## src/rtl/exc_pkg.sv

```systemverilog
// rtl/exc_pkg.sv - shared types and constants for the exception controller
package exc_pkg;

  typedef enum logic [2:0] {
    S_IDLE,
    S_FLUSH,
    S_REDIRECT,
    S_HANDLER,
    S_RETURN
  } exc_state_e;

  localparam logic [3:0]  CAUSE_NONE          = 4'd0;
  localparam logic [3:0]  CAUSE_OVF           = 4'd1;
  localparam logic [3:0]  CAUSE_UNDEF         = 4'd2;
  localparam logic [3:0]  CAUSE_IRQ_BASE      = 4'd8;
  localparam logic [31:0] DEFAULT_VECTOR_ADDR = 32'd112;

endpackage

```

## src/rtl/irq_prio_enc.sv

```systemverilog
// rtl/irq_prio_enc.sv - lowest-index-wins priority encoder for interrupt lines
module irq_prio_enc #(
  parameter int NUM_IRQ = 4
) (
  input  logic [NUM_IRQ-1:0] req_i,
  output logic               valid_o,
  output logic [2:0]         idx_o,
  output logic [NUM_IRQ-1:0] grant_o
);

  // Scan from the top down so the lowest set index is the last one written.
  always_comb begin
    valid_o = |req_i;
    idx_o   = 3'd0;
    grant_o = '0;
    for (int i = NUM_IRQ - 1; i >= 0; i--) begin
      if (req_i[i]) begin
        idx_o      = 3'(i);
        grant_o    = '0;
        grant_o[i] = 1'b1;
      end
    end
  end

endmodule

```

## src/rtl/exception_ctrl.sv

```systemverilog
// rtl/exception_ctrl.sv - exception/interrupt sequencer driving pipeline flush and PC redirect
module exception_ctrl
  import exc_pkg::*;
#(
  parameter logic [31:0] VECTOR_ADDR  = DEFAULT_VECTOR_ADDR,
  parameter int          FLUSH_CYCLES = 3,
  parameter int          NUM_IRQ      = 4
) (
  input  logic               clk,
  input  logic               rst,
  input  logic               ovf_ex,
  input  logic [31:0]        ovf_pc,
  input  logic               undef_id,
  input  logic [31:0]        undef_pc,
  input  logic [NUM_IRQ-1:0] irq,
  input  logic [31:0]        irq_pc,
  input  logic               stall,
  input  logic               eret_id,
  output logic               exception_flush,
  output logic               exception_mux_control,
  output logic               pc_redirect_valid,
  output logic [31:0]        pc_redirect,
  output logic [31:0]        epc,
  output logic [3:0]         cause,
  output logic [NUM_IRQ-1:0] irq_ack,
  output logic               in_handler,
  output logic               double_fault
);

  exc_state_e   state_q, state_d;
  logic [2:0]   cnt_q, cnt_d;
  logic [31:0]  epc_q, epc_d;
  logic [3:0]   cause_q, cause_d;
  logic         ie_q, ie_d;
  logic         dfault_q, dfault_d;

  logic               irq_valid;
  logic [2:0]         irq_idx;
  logic [NUM_IRQ-1:0] irq_grant;
  logic               take_irq;

  irq_prio_enc #(.NUM_IRQ(NUM_IRQ)) u_irq_prio_enc (
    .req_i   (irq),
    .valid_o (irq_valid),
    .idx_o   (irq_idx),
    .grant_o (irq_grant)
  );

  // Interrupts yield to synchronous faults and wait out hazard stalls.
  assign take_irq = (state_q == S_IDLE) && !ovf_ex && !undef_id &&
                    ie_q && !stall && irq_valid;
  assign irq_ack  = (take_irq && !rst) ? irq_grant : '0;

  always_ff @(posedge clk or posedge rst) begin
    if (rst) begin
      state_q  <= S_IDLE;
      cnt_q    <= 3'd0;
      epc_q    <= 32'd0;
      cause_q  <= CAUSE_NONE;
      ie_q     <= 1'b1;
      dfault_q <= 1'b0;
    end else begin
      state_q  <= state_d;
      cnt_q    <= cnt_d;
      epc_q    <= epc_d;
      cause_q  <= cause_d;
      ie_q     <= ie_d;
      dfault_q <= dfault_d;
    end
  end

  always_comb begin
    state_d  = state_q;
    cnt_d    = cnt_q;
    epc_d    = epc_q;
    cause_d  = cause_q;
    ie_d     = ie_q;
    dfault_d = dfault_q;
    case (state_q)
      S_IDLE: begin
        if (ovf_ex || undef_id || take_irq) begin
          state_d = S_FLUSH;
          cnt_d   = 3'(FLUSH_CYCLES - 1);
          ie_d    = 1'b0;
          if (ovf_ex) begin
            epc_d   = ovf_pc;
            cause_d = CAUSE_OVF;
          end else if (undef_id) begin
            epc_d   = undef_pc;
            cause_d = CAUSE_UNDEF;
          end else begin
            epc_d   = irq_pc;
            cause_d = CAUSE_IRQ_BASE | {1'b0, irq_idx};
          end
        end
      end
      S_FLUSH: begin
        if (cnt_q == 3'd0) state_d = S_REDIRECT;
        else               cnt_d   = cnt_q - 3'd1;
      end
      S_REDIRECT: state_d = S_HANDLER;
      S_HANDLER: begin
        if (ovf_ex || undef_id) dfault_d = 1'b1;
        if (eret_id && !stall)  state_d  = S_RETURN;
      end
      S_RETURN: begin
        state_d = S_IDLE;
        ie_d    = 1'b1;
        cause_d = CAUSE_NONE;
      end
      default: state_d = S_IDLE;
    endcase
  end

  always_comb begin
    exception_flush       = 1'b0;
    exception_mux_control = 1'b0;
    pc_redirect_valid     = 1'b0;
    pc_redirect           = 32'd0;
    in_handler            = 1'b0;
    case (state_q)
      S_FLUSH: exception_flush = 1'b1;
      S_REDIRECT: begin
        exception_flush       = 1'b1;
        exception_mux_control = 1'b1;
        pc_redirect_valid     = 1'b1;
        pc_redirect           = VECTOR_ADDR;
      end
      S_HANDLER: in_handler = 1'b1;
      S_RETURN: begin
        exception_flush   = 1'b1;
        pc_redirect_valid = 1'b1;
        pc_redirect       = epc_q;
      end
      default: ;
    endcase
    epc          = epc_q;
    cause        = cause_q;
    double_fault = dfault_q;
  end

endmodule

```

## config.mk

```make
export PLATFORM = sky130hd
export DESIGN_NAME = exception_ctrl
export DESIGN_NICKNAME = d
export VERILOG_FILES = /design/src/rtl/exc_pkg.sv /design/src/rtl/irq_prio_enc.sv /design/src/rtl/exception_ctrl.sv
export SDC_FILE = /design/constraint.sdc
export NUM_CORES = 1
export LEC_CHECK = 0
export BUFFER_PORTS_ARGS = -buffer_cell sky130_fd_sc_hd__buf_4
export CAP_MARGIN = 15
export CORE_ASPECT_RATIO = 0.8
export CORE_MARGIN = 10
export CORE_UTILIZATION = 43
export DETAILED_ROUTE_END_ITERATION = 10
export PLACE_DENSITY = 0.81
export SYNTH_ARGS = -nofsm -noshare
export SYNTH_HDL_FRONTEND = slang
export SYNTH_SLANG_ARGS = --single-unit
```

## constraint.sdc

```tcl
create_clock -name clk -period 2.1 [get_ports clk]
set_clock_uncertainty 0.15 [all_clocks]
set_input_delay 0.21 -clock clk [delete_from_list [all_inputs] [get_ports clk]]
set_output_delay 0.21 -clock clk [all_outputs]
set_load 0.01 [all_outputs]
```

==> summary.txt <==
Run status
  • Status: complete, no violations

Worst setup path
  • FF-to-FF Start: ie_q$_DFFE_PP1P_
  • CP Cell Sequence: dlygate4sd3_1 > buf_4 > nor3_2 > nand4_1 > nor4_2 > buf_4
  • Reg2Reg Setup Slack: around 250 ps
  • Crit path required time: ~1700 ps
  • Reg2Reg Capture Point: epc[25]$_DFFE_PP0P_
  • Buffers & Inverters on Critical Path: 3
  • Critical-path top delay cell: dlygate4sd3_1
  • Critical Path Source Type: input pin
  • Worst path arrival time: between 1500 and 2000 ps
  • CP delay by family, top: buffers and inverters
  • R2R cell count: 5
  • Critical path endpoint category: primary output
  • Max Fanout on Critical Path: 4
  • Most frequent CP cell: buf_4
  • Max stage delay on crit path: roughly 570 ps
  • Setup Crit Path Kind: in2out

Routing
  • WL final: slightly above 10000 um
  • DRC: 0
  • Vias: approximately 3000
  • DR vias/cell: a little over 5
  • DRT iter0 DRCs: 118
  • Drt pass-1 iters: 4
  • Post-route ant nets: 0
  • Routed WL per cell: 17.9 um

Clocking
  • Clk Latency, worst-skew pair: between 200 and 300 ps
  • Clock root buffer: clkbuf_8
  • TritonCTS clock tree: done
  • H-tree levels: 2
  • Clock sink count: 43
  • Maximum buffer depth of the clock tree: 2
  • Clock transition at path regs: ~80 ps
  • CTS buffer count: 5

Timing
  • TNS Setup: 0 ps
  • Final min period: ~2100 ps
  • Max-slew headroom: 0.567
  • Hold Vio Cnt, Final: 0
  • Max-slew violations: 0
  • Final hold slack: approximately 97 ps
  • Final setup fails: 0
  • Fmax: slightly below 500 MHz
  • Smallest setup slack after layout: around 35 ps
  • Worst Tran Pin Value: about 650 ps
  • RSZ-0062 raised after global routing: true
  • Final Cycle Share: 0.983

Flow run
  • Maxcap violations: 0

Yosys
  • Syn. warnings: 0
  • Synthesized instance count: about 300
  • Predominant post-synthesis flop cell: dfrtp_1
  • Post-synth top cells: dfrtp_1 (42), nand2_1 (39), mux2i_1 (34), o21ai_0 (34), mux2_2 (32)
  • Register bit total from synthesis: 43
  • Syn Area/Cell: between 9 and 10 um^2
  • Post-synth top area share: 0.373
  • Post-synth EDFFs: 0
  • Top area cells in the synthesized netlist: dfrtp_1 (37%), mux2_2 (13%), mux2i_1 (12%)
  • Most common cell in the synthesized netlist: dfrtp_1
  • Post-Syn Area: 2820 um^2
  • Async S/R FF share, synth: 1.00
  • Post-Syn Nets: just over 400
  • Post-synth top area cell: dfrtp_1
  • Library cells used by synthesis: 40
  • Sequential-to-total area share from yosys stat: 0.383

Placement
  • Dpl cells: approximately 560
  • Hpwl dp: approximately 8400 um
  • RePlAce Congestion: approximately 0.89
  • Pre-CTS setup slack: -115 ps
  • Placed cell areas: 4330 um^2
  • PortBufs: 181

Die
  • Full die area: ~10000 um^2
  • Chip height: between 90 and 100 um
  • Die Wd: approximately 110 um
  • Row count: 26
  • Initial core utilization: 0.442
  • Core region area: 6380 um^2
  • IO Pins: roughly 180

Hold path
  • Hold wc startpoint: stall
  • Hold crit path type: in2reg
  • Hold EP: state_q[2]$_DFFE_PP0P_
  • Worst hold path stage count: 3

Global route
  • Vias in the first global route: around 3100
  • Initial antenna violation count: 0
  • Overflow after GRT: 0
  • First-pass GRT wire length: 16000 um
  • Largest net degree at the start of global routing: 49
  • Overall Global Routing Usage: 0.189

Power and ir drop
  • Pint: approximately 2.8 mW
  • Leak Pwr: 2.46 nW
  • Seq pwr share: 0.346
  • VDD IR max: around 460 uV
  • NetSw: approximately 1.6 mW
  • Total power: 4.40 mW
  • Clock share of power: 0.150
  • Sw frac: 0.353
  • Power Density: between 900 and 1000 nW/um^2
  • Logic pwr share: 0.504

Cells and area
  • Final Instance Area: around 4500 um^2
  • Syn-to-layout area delta: 60.0%
  • Nets@finish: 591
  • Fraction of layout cells with a size suffix above 1: 0.529
  • Fin util: 0.706
  • # diodes: 0
  • Cell Count, Final, Fillers Out: about 570
-- worst max-delay path by stage --
stage                       from                   to  slack (ps)  depth (start not counted)
after detailed placement  irq[0]  epc[25]$_DFFE_PP0P_        -110                          6
after global routing         rst           irq_ack[3]         -50                          6
after floorplan           irq[0]   epc[0]$_DFFE_PP0P_          30                          5
final                        rst           irq_ack[3]          40                          6
after global placement    irq[0]  epc[27]$_DFFE_PP0P_         -70                          6
after CTS                    rst           irq_ack[2]          30                          6
-- layout make-up --
type                       instances  area, um^2
fill                             513        1870
multi-input combinational        221        1610
timing repair buffer             205        1570
sequential                        43        1080
tap                               84         105
clock buffer                       6        82.6
clock inverter                     2        35.0
inverter                           7        26.3
-- power groups by stage --
stage	registers (mW)	logic, mW	clock network, mW
after floorplan	1.61	0.975	0
after global placement	1.52	2.14	0
final	1.52	2.22	0.660
after CTS	1.52	2.23	0.677
after global routing	1.58	2.41	0.705
after detailed placement	1.53	2.22	0
-- registers in the layout, summed over array words and instances, names as in the netlist --
name	cells
ie_q	1
cnt_q	3
cause	3
epc	32
double_fault	1
state_q	3
-- metal layers --
layer,vias up,wire [um],GRT usage
met4,0,91,0.0411
met2,105,5340,0.341
met5,-,0,0
met1,1386,4030,0.213
li1,1423,-,-
met3,9,682,0.0593
-- worst min-delay path: stages --
cell     delay (ps)
buf_4           110
nor2b_1          60
nor2b_1         120
-- layout by cell type (no fill, tap or decap), types with 2 or more instances in the layout --
cell	count
mux2i_1	34
mux2_2	32
inv_1	6
nor3_2	2
nor2_1	8
and2_1	2
a31oi_1	2
o21ai_0	34
a21o_1	4
dfrtp_1	42
ha_1	2
nor2b_1	2
clkbuf_8	6
buf_12	2
nand2b_1	3
nand2_1	39
o21bai_1	3
nor3_1	2
and3_1	30
buf_4	202
-- kinds of logic (layout without fill, tap and decap cells) --
family                     Yosys count  in the layout  synth area share
and+or+nand+nor                     99             99             0.181
adders and majority gates            2              2           0.00889
AOI/OAI and AO/OA                   52             52             0.116
xor gates and xnor gates             1              1           0.00311
DFF                                 43             43             0.383
buffers and inverters               33            220            0.0587
muxes                               66             66             0.249
other                                1              1           0.00133
-- timing repair --
item,CTS,global route
endpoints found under the setup margin,3,14
pin swaps,0,3
endpoints found under the hold margin,29,0
buffers inserted,0,2
hold buffers,1,0
gates resized for setup,2,5
Power figures use the tool's default switching activity.
